<file path="config.mk">
export PLATFORM = sky130hd
export DESIGN_NAME = hart_scheduler
export DESIGN_NICKNAME = d
export VERILOG_FILES = /design/src/rtl/mt_pkg.sv /design/src/rtl/hart_ctx.sv /design/src/rtl/hart_scheduler.sv
export SDC_FILE = /design/constraint.sdc
export NUM_CORES = 1
export LEC_CHECK = 0
export CORE_UTILIZATION = 55
export DETAILED_ROUTE_END_ITERATION = 16
export PLACE_DENSITY = 0.77
export SLEW_MARGIN = 20
export SYNTH_ARGS = -nofsm -noshare
export SYNTH_HDL_FRONTEND = slang
export SYNTH_SLANG_ARGS = --single-unit
</file>
<file path="constraint.sdc">
create_clock -name clk -period 4 [get_ports clk]
set_input_delay 0.6 -clock clk [delete_from_list [all_inputs] [get_ports clk]]
set_output_delay 0.6 -clock clk [all_outputs]
set_load 0.01 [all_outputs]
</file>
<file path="src/rtl/mt_pkg.sv">
// Shared multithreading types: hart count, hart ID and per-hart run state.
// The forwarding and hazard units import this package as well.
package mt_pkg;

  localparam int NUM_HARTS = 4;

  typedef logic [1:0] hart_id_t;

  typedef enum logic [1:0] {
    IDLE  = 2'd0,
    READY = 2'd1,
    WAIT  = 2'd2
  } hart_state_e;

  // Round-robin pick. The scan starts just after ptr and visits every hart
  // exactly once, so the last hart selected has the lowest priority.
  // Returns hart 0 when no hart is available.
  function automatic hart_id_t rr_pick(input hart_id_t ptr,
                                       input logic [NUM_HARTS-1:0] avail);
    hart_id_t idx;
    hart_id_t sel;
    logic     found;
    sel   = '0;
    found = 1'b0;
    idx   = ptr;
    for (int k = 0; k < NUM_HARTS; k++) begin
      idx = idx + hart_id_t'(1);
      if (!found && avail[idx]) begin
        sel   = idx;
        found = 1'b1;
      end
    end
    return sel;
  endfunction

endpackage

</file>
<file path="src/rtl/hart_ctx.sv">
// Run-state context for one hart: IDLE/READY/WAIT FSM plus the park counter.
//
//   state | meaning
//   ------+-------------------------------------------------------------
//   IDLE  | hart disabled; cnt held at 0
//   READY | hart may be fetched (unless parked this very cycle)
//   WAIT  | hart parked; cnt counts down on non-stalled cycles
//
// Enable low dominates everything. A block in WAIT merges by taking the
// longer of the remaining and requested park, and suppresses the countdown
// for that cycle.
module hart_ctx
  import mt_pkg::*;
#(
  parameter int WAIT_W = 3
) (
  input  logic              clk,
  input  logic              rst_n,
  input  logic              i_enable,
  input  logic              i_stall,
  input  logic              i_block,
  input  logic [WAIT_W-1:0] i_block_cycles,
  output logic              o_ready
);

  hart_state_e       r_state;
  hart_state_e       w_state_nxt;
  logic [WAIT_W-1:0] r_cnt;
  logic [WAIT_W-1:0] w_cnt_nxt;

  // State and counter registers.
  always_ff @(posedge clk or negedge rst_n) begin
    if (!rst_n) begin
      r_state <= IDLE;
      r_cnt   <= '0;
    end else begin
      r_state <= w_state_nxt;
      r_cnt   <= w_cnt_nxt;
    end
  end

  // Next state: enable, then block, then countdown.
  always_comb begin
    w_state_nxt = r_state;
    w_cnt_nxt   = r_cnt;
    if (!i_enable) begin
      w_state_nxt = IDLE;
      w_cnt_nxt   = '0;
    end else begin
      case (r_state)
        IDLE: begin
          w_state_nxt = READY;
          w_cnt_nxt   = '0;
        end
        READY: begin
          if (i_block) begin
            w_state_nxt = WAIT;
            w_cnt_nxt   = i_block_cycles;
          end
        end
        WAIT: begin
          if (i_block) begin
            w_cnt_nxt = (i_block_cycles > r_cnt) ? i_block_cycles : r_cnt;
          end else if (!i_stall) begin
            if (r_cnt == WAIT_W'(1)) begin
              w_state_nxt = READY;
              w_cnt_nxt   = '0;
            end else begin
              w_cnt_nxt = r_cnt - WAIT_W'(1);
            end
          end
        end
        default: begin
          w_state_nxt = IDLE;
          w_cnt_nxt   = '0;
        end
      endcase
    end
  end

  assign o_ready = (r_state == READY);

endmodule

</file>
<file path="src/rtl/hart_scheduler.sv">
// Per-cycle fetch hart selector for the 4-hart pipeline. Outputs are purely
// combinational from the hart contexts, the round-robin pointer and the
// same-cycle block mask, so IF can use fetch_hart in the cycle it appears.
module hart_scheduler
  import mt_pkg::*;
#(
  parameter int WAIT_W = 3
) (
  input  logic                 clk,
  input  logic                 rst_n,
  input  logic [NUM_HARTS-1:0] hart_enable,
  input  logic                 stall_IF,
  input  logic                 block_valid,
  input  logic [1:0]           block_hart,
  input  logic [WAIT_W-1:0]    block_cycles,
  output logic                 fetch_valid,
  output logic [1:0]           fetch_hart,
  output logic [NUM_HARTS-1:0] hart_ready
);

  logic [NUM_HARTS-1:0] w_block_hit;
  logic [NUM_HARTS-1:0] w_ready;
  logic [NUM_HARTS-1:0] w_avail;
  hart_id_t             w_sel;
  hart_id_t             r_rr_ptr;

  // Decode the park request; a zero length is not a request at all.
  always_comb begin
    w_block_hit = '0;
    for (int i = 0; i < NUM_HARTS; i++) begin
      w_block_hit[i] = block_valid && (block_hart == hart_id_t'(i)) &&
                       (block_cycles != '0);
    end
  end

  for (genvar g = 0; g < NUM_HARTS; g++) begin : g_hart
    hart_ctx #(
      .WAIT_W(WAIT_W)
    ) u_ctx (
      .clk           (clk),
      .rst_n         (rst_n),
      .i_enable      (hart_enable[g]),
      .i_stall       (stall_IF),
      .i_block       (w_block_hit[g]),
      .i_block_cycles(block_cycles),
      .o_ready       (w_ready[g])
    );
  end

  // A hart parked this cycle is masked immediately, not one cycle later.
  assign w_avail     = w_ready & ~w_block_hit;
  assign w_sel       = rr_pick(r_rr_ptr, w_avail);
  assign fetch_valid = |w_avail;
  assign fetch_hart  = w_sel;
  assign hart_ready  = w_ready;

  // Round-robin pointer; reset to 3 so hart 0 is scanned first. Holding it
  // while stalled keeps fetch_hart stable across the stall.
  always_ff @(posedge clk or negedge rst_n) begin
    if (!rst_n) begin
      r_rr_ptr <= hart_id_t'(NUM_HARTS - 1);
    end else if (fetch_valid && !stall_IF) begin
      r_rr_ptr <= fetch_hart;
    end
  end

endmodule

</file>
-- Word-level counts from Yosys, hierarchy flattened
Cells that the tools add are included.
- flip-flop bits (word level): 22
- add/sub/neg operators: 8
- magnitude comparators: 8
- equality and inequality tests: 39
- mux-type cells: 67
- bitwise gates (word level): 2
- reduce and logical (&&, ||, !) cells: 31
- operators with widths (operator ; number):
    3-bit two-way mux ; 24
    2-bit two-way mux ; 24
    3-bit by 2-bit != test with 1-bit output, second input constant ; 8
    3-bit != test, second input constant ; 8
    2-bit case mux with 3 select lines ; 4
    3-bit case mux with 2 select lines ; 4
    4-bit by 3-bit != test with 1-bit output, second input constant ; 4
    4-bit != test, second input constant ; 4
    4-bit AND reduction ; 4
    2-bit == test, second input constant ; 6
    3-bit by 1-bit == test with 1-bit output, second input constant ; 4
    3-bit greater-than comparator ; 4
    1-bit logical AND ; 12
    2-bit by 3-bit less-than comparator with 1-bit output, second input constant ; 4
    3-bit AND reduction ; 4
    3-bit by 1-bit subtractor with 3-bit output, second input constant ; 4
    2-bit by 1-bit == test with 1-bit output, second input constant ; 5
    2-bit zero test ; 5
    2-bit by 1-bit adder with 2-bit output, second input constant ; 4
    1-bit binary-select mux with 2-bit select ; 4
    1-bit two-way mux ; 7
    4-bit AND ; 1
    1-bit zero test ; 4
    4-bit NOT ; 1
    other kinds (2) ; 2

-- Depth between registers and ports, before layout
Gate-level depths: netlist of the first run.
- word-level depth: 17
- gate-level depth with buffers: 8

-- Hierarchy
From an unflattened synthesis of the first run, not the netlist that was laid out.
- cells, all modules: 270
- area, all modules: 2413.6 um^2
- modules (own cells, without submodules) (module ; instances ; cells an instance ; area each (um^2) ; sequential area each (um^2)):
    hart_ctx ; 4 ; 55 ; 503.0 ; 125.1
    hart_scheduler ; 1 ; 50 ; 401.6 ; 52.6

-- Worst setup path after synthesis of the first run
No wires, ideal clock.
- kind: input -> output
- start: input block_cycles[2]
- end: output fetch_hart[1]
- data arrival time: 1.856 ns
- required time: 3.400 ns
- path slack: 1.544 ns
- stages: 8
- buffers on the path: 2
- path through: buf_4 o31ai_4 or3_1 buf_6 and2_4 a22oi_2 nor2_1 nor2_1
- longest elaborated chain between the ends: 16
- elaborated cells on any way between the ends: 28
- classes of those cells: mux (15); bitwise (2); reduce/logical (11)
- RTL lines (element ; RTL line ; RTL):
    start, declared ; hart_scheduler.sv:15 ; input logic [WAIT_W-1:0] block_cycles,
    3-bit nonzero test (*) ; hart_scheduler.sv:32 ; (block_cycles != '0);
    1-bit logical AND ; hart_scheduler.sv:31 ; w_block_hit[i] = block_valid && (block_hart == hart_id_t'(i)) &&
    4-bit NOT (*) ; hart_scheduler.sv:51 ; assign w_avail = w_ready & ~w_block_hit;
    4-bit AND (*) ; hart_scheduler.sv:51 ;
    1-bit binary-select mux with 2-bit select ; mt_pkg.sv:28 ; if (!found && avail[idx]) begin
    1-bit two-way mux (not written as such) ; mt_pkg.sv:28 ;
    1-bit two-way mux ; mt_pkg.sv:28 ;
    1-bit zero test ; mt_pkg.sv:28 ;
    1-bit logical AND ; mt_pkg.sv:28 ;
    1-bit two-way mux ; mt_pkg.sv:28 ;
    1-bit zero test ; mt_pkg.sv:28 ;
    1-bit logical AND ; mt_pkg.sv:28 ;
    1-bit two-way mux ; mt_pkg.sv:28 ;
    1-bit zero test ; mt_pkg.sv:28 ;
    1-bit logical AND ; mt_pkg.sv:28 ;
    2-bit two-way mux (*) ; mt_pkg.sv:28 ;
    end, declared ; hart_scheduler.sv:17 ; output logic [1:0] fetch_hart,
Mark *: on every way between the ends. The rest lies on a longest branch, timed or not. The select of a mux whose other input is x is not followed.

-- Worst setup path in the final report of the first run
- start: input block_cycles[2]
- end: output fetch_hart[0]
The elaborated chain is that of the path after synthesis.

==> results of run 1 <==
flip-flops by register name, summed over array words and instances (netlist names):
| register | cells |
|---|---|
| g_hart.u_ctx.r_state | 8 |
| r_rr_ptr | 2 |
| g_hart.u_ctx.r_cnt | 12 |
power breakdown:
part	switching, mW	internal, mW
sequential	0.0447	0.278
clock	0.0781	0.0880
combinational	0.327	0.292
total	0.450	0.658
metrics by stage:
stage / instance area (um2) / power, mW / instances / hold WS [ns] / setup WS, ns
global route: 2460 / 1.20 / 317 / 0.329 / 0.401
finish: 2460 / 1.11 / 317 / 0.284 / 0.541
CTS: 2460 / 1.11 / 317 / 0.527 / 0.541
global placement: 2410 / 0.928 / 313 / 0.474 / 0.586
floorplan: 2190 / 0.769 / 251 / 0.304 / 1.54
detailed placement: 2410 / 0.942 / 313 / 0.508 / 0.563
cell families after synthesis:
group | synth area share [%]
AOI/OAI and AO/OA | 25.0
and+or+nand+nor | 16.4
buffers and inverters | 7.94
adders and majority gates | 17.7
DFF | 25.2
muxes | 7.31
xor gates and xnor gates | 0.400
area by class of cell:
| class | count | area [um2] |
|---|---|---|
| flip-flops and latches | 22 | 553 |
| inverters | 31 | 116 |
| well taps | 48 | 60.1 |
| repair buffers | 22 | 208 |
| clock buffers | 4 | 55.1 |
| fillers | 350 | 1290 |
| multi-input cells | 190 | 1460 |
per-layer routing:
metal  share of wire [%]  global-route usage, %  routed length, um
met1                  50                   33.0               2290
met2                  45                   37.9               2070
met3                 3.3                   3.65                152
met4                 1.7                   7.61                 76
met5                   0                      0                  0
cell usage in the layout (no fill, tap or decap), types with 5 or more instances in the layout:
cell	instances
mux2_1	5
o21ai_0	10
nand2b_1	12
nor2b_1	7
nand3_1	5
o21ai_1	7
ha_1	31
nor2_1	12
nand2_1	23
dfrtp_1	20
clkdlybuf4s50_1	18
a21oi_1	13
o211ai_1	9
inv_1	30
path summary, 6_finish.rpt:
kind                                                        start                                endpoint  slack (ns)  cells past startpoint
setup / recovery                                  block_cycles[2]                           fetch_hart[0]        0.54                      7
hold / removal                                              rst_n    g_hart[1].u_ctx.r_cnt[1]$_DFFE_PN0P_        0.28                      1
max in group asynchronous                                   rst_n                 r_rr_ptr[1]$_DFFE_PN1P_        3.36                      1
hold reg to reg            g_hart[3].u_ctx.r_state[0]$_DFFE_PN0P_  g_hart[3].u_ctx.r_state[0]$_DFFE_PN0P_        0.52                      2
setup reg to reg             g_hart[0].u_ctx.r_cnt[1]$_DFFE_PN0P_    g_hart[0].u_ctx.r_cnt[1]$_DFFE_PN0P_        2.11                      8
min in group clk           g_hart[3].u_ctx.r_state[0]$_DFFE_PN0P_  g_hart[3].u_ctx.r_state[0]$_DFFE_PN0P_        0.52                      2
==> reports/metrics.cfg, run 1 <==
[synthesis]
synth.most_common_cell=ha_1
synthTopCellsByCount=ha_1 (31), inv_1 (30), nand2_1 (23)
synth.largest_area_cell=dfrtp_1
synth_edf_count=0
ys_ff_latch=22
synth_ff_type=dfrtp_1
synth.distinct_cells=53
synth_area_per_cell_um2=8.73
ys_warn_count=0
syn-cell-area_um2=2190
synth_nets=295
synthArstFlopShare_pct=100
synth_seq_area_share_pct=25.2
synth.top_cell.area_share_pct=22.8
netlist_instances=251
ys_top_cells_by_area=dfrtp_1 (23%), ha_1 (18%), inv_1 (5.1%)

[floorplan]
core_area_um2=3740
die_w_um=65.1
num_rows=22
io-pin-count=20
dieHeight_um=65.1
start_util_pct=58.5
dieArea_um2=4240

[sta]
hold_viol=0
period_share_pct=86.5
setup_violations=0
fmax_mhz=289
clock_skew_ns=0.00146
slew_headroom_pct=66.7
worst_slew_pin_slew_ns=0.499
fin_setup_tns_ns=0
rsz0062_at_grt=false
slew_viol_final=0
period_minus_slack_ns=3.46

[critical_path]
crit_top_cell=clkdlybuf4s50_1
start_kind=input pin
cp_cell_sequence=clkdlybuf4s50_1, o31ai_4, o31ai_2, or3_1, o31ai_1, a211o_1, clkdlybuf4s50_1
crit_type=in -> out
cpMaxStageDelayCell=clkdlybuf4s50_1
arrival_ns=2.86
cp_slowest_stage_delay_ns=0.57
critPathTopFamily=buffers and inverters
crit_buf_inv=2
cp_max_fo=8
endpoint_kind=primary output
worstPathRequired_ns=3.40

[place]
place_hpwl_mm=3.62
port-buffer-count=19
place_congestion=0.845

[layout]
drive_gt1_share_pct=11.9
syn_to_final_growth_pct=12.1
finalNetCount=314
utilization_pct=65.6
antenna_cells=0

[clocking]
cts_resized=0
ctsLongestPathBuffers=2
ctsHoldBuffers=0
clockRootBuffer=clkbuf_8
cts_tree=built
clock_sinks=22
clkLatencyLatePin_ns=0.27
cts_setup_buffers=0
clk_pin_slew_worst_paths_ns=0.08
cts_buffers=3
cts_max_level=1

[grt]
grt_antenna_before_repair=0
grt_usage_pct=23.8
grt_overflow_total=0
grt_pass1_vias=1736
grt_max_degree=23
grt_pass1_wl_mm=7.87

[routing]
drtIter0Drc=77
ant_nets=0
viasPerCell=5.68
firstDrtPassIters=4
wl_per_cell_um=14.5
wl_mm=4.59
drc_errors=0
vias=1802

[power]
leakage_nw=1.08
powerDensity_nw_per_um2=451
ir_drop_v=0.000448

[status]
run_status=finished, final reports clean

[flow_run]
max_cap_violations=0

[hold_path]
hp-class=in -> async

No activity file was read; power rests on OpenSTA's default activity.
==> run 2: changes to the inputs <==
- PLACE_DENSITY: 0.77 -> default
- PLACE_DENSITY_LB_ADDON: default -> 0.12
==> run 2 against run 1 <==
  * Routed wire length rose by 0.76%
  * First-iteration DRC count is the same
  * Critical path type unchanged
  * Sequential share of layout area rose by 0.13 points
  * Fmax fell by 0.31%
==> reports/metrics.cfg, run 2 (synthesis gave the netlist of run 1 again) <==
[grt]
grt_max_degree=23
grt_overflow_total=0
grt_antenna_before_repair=0
grt_usage_pct=23.5
grt_pass1_vias=1745
grt_pass1_wl_mm=7.81

[routing]
wl_mm=4.62
drc_errors=0
vias=1815
firstDrtPassIters=4
drtIter0Drc=77
wl_per_cell_um=14.6
viasPerCell=5.74
ant_nets=0

[critical_path]
cpMaxStageDelayCell=clkdlybuf4s50_1
cp_max_fo=8
reg2reg_to=g_hart[3].u_ctx.r_cnt[2]$_DFFE_PN0P_
worstPathRequired_ns=3.40
timing.reg2reg.setup_slack_ns=2.11
start_kind=input pin
arrival_ns=2.87
r2r-start=g_hart[3].u_ctx.r_cnt[1]$_DFFE_PN0P_
reg2reg_depth=8
cp_cell_sequence=clkdlybuf4s50_1, o31ai_4, o31ai_2, or3_1, o31ai_1, a211o_1, clkdlybuf4s50_1
critPathTopFamily=buffers and inverters
crit_buf_inv=2
crit_top_cell=clkdlybuf4s50_1
cp_slowest_stage_delay_ns=0.57
crit_type=in -> out
endpoint_kind=primary output

[floorplan]
io-pin-count=20
dieArea_um2=4240
die_w_um=65.1
start_util_pct=58.5
dieHeight_um=65.1
core_area_um2=3740
num_rows=22

[clocking]
clockRootBuffer=clkbuf_8
ctsLongestPathBuffers=2
clkLatencyLatePin_ns=0.26
clk_pin_slew_worst_paths_ns=0.09
cts_tree=built
ctsHoldBuffers=0
clock_sinks=22
cts_buffers=3
cts_max_level=1
cts_resized=0
cts_setup_buffers=0

[sta]
worst_slew_pin_slew_ns=0.517
slew_headroom_pct=65.5
period_share_pct=86.8
clock_skew_ns=0.00988
setup_violations=0
period_minus_slack_ns=3.47
fin_setup_tns_ns=0
hold_viol=0
slew_viol_final=0
rsz0062_at_grt=false
fmax_mhz=288

[hold_path]
hp-class=in -> async

[layout]
fin_area_um2=2440
multi_input_area_um2=1460
syn_to_final_growth_pct=11.5
drive_gt1_share_pct=11.6
area.sequential_um2=553
largest-register=g_hart.u_ctx.r_cnt
layout_common_cells=ha_1 (31), inv_1 (30), nand2_1 (23)
fillers=354
final_common_cell=ha_1
largest_reg_flops=12
antenna_cells=0
final_cells=316
finalNetCount=314
top_regs=g_hart.u_ctx.r_cnt x12, g_hart.u_ctx.r_state x8, r_rr_ptr x2

[place]
place_hpwl_mm=3.63
dp_cells=313
dpl-instance-area_um2=2410
port-buffer-count=19
place_congestion=0.874

[flow_run]
max_cap_violations=0

[power]
ir_drop_v=0.000394
leakage_nw=1.08
powerDensity_nw_per_um2=441

[status]
run_status=finished, final reports clean

[run 2: power breakdown]
group / internal, mW / leakage, nW / total (mW) / switching (mW)
Combinational: 0.292 / 0.763 / 0.616 / 0.324
Sequential: 0.278 / 0.292 / 0.324 / 0.0458
Clock: 0.0672 / 0.0216 / 0.139 / 0.0714
[run 2: final cells by class]
cell class                 instances  share of cell area, %
multi-input combinational        190                   59.9
sequential                        22                   22.6
timing repair buffer              22                   8.50
inverter                          31                   4.76
tap                               48                   2.46
clock buffer                       3                   1.69
[run 2: worst max path at each step]
stage / startpoint / to / slack (ns) / cells after the start
5_1_grt: block_cycles[0] / fetch_hart[0] / 0.44 / 7
3_3_place_gp: block_cycles[2] / fetch_hart[1] / 0.59 / 8
4_1_cts: block_cycles[2] / fetch_hart[0] / 0.54 / 7
2_1_floorplan: block_cycles[2] / fetch_hart[1] / 1.54 / 8
3_5_place_dp: block_cycles[2] / fetch_hart[0] / 0.57 / 7
6_report: block_cycles[2] / fetch_hart[0] / 0.53 / 7
[run 2: layer usage]
metal / up-vias / GRT usage (%) / wire (um)
met4: 0 / 6.79 / 51
met5: - / 0 / 0
met2: 34 / 39.8 / 2130
met1: 852 / 31.7 / 2320
met3: 4 / 2.08 / 124
li1: 925 / - / -
[run 2: stage by stage]
step           total power, mW  util (%)  hold WS [ns]  setup slack (ns)
2_1_floorplan            0.769         -         0.304              1.54
3_3_place_gp             0.930      64.3         0.472             0.592
3_5_place_dp             0.940      64.3         0.484             0.566
4_1_cts                   1.09      65.4         0.505             0.545
5_1_grt                   1.17      65.2         0.340             0.435
6_report                  1.08      65.2         0.299             0.530
[run 2: worst register-to-register path, stage by stage, from the launching register on]
cell      delay, ns
dfrtp_1        0.36
inv_1          0.14
ha_1           0.27
nor2b_1        0.13
o21ai_0        0.15
nand2b_1       0.09
a21oi_1        0.15
o21ai_1        0.14
mux2_1         0.33
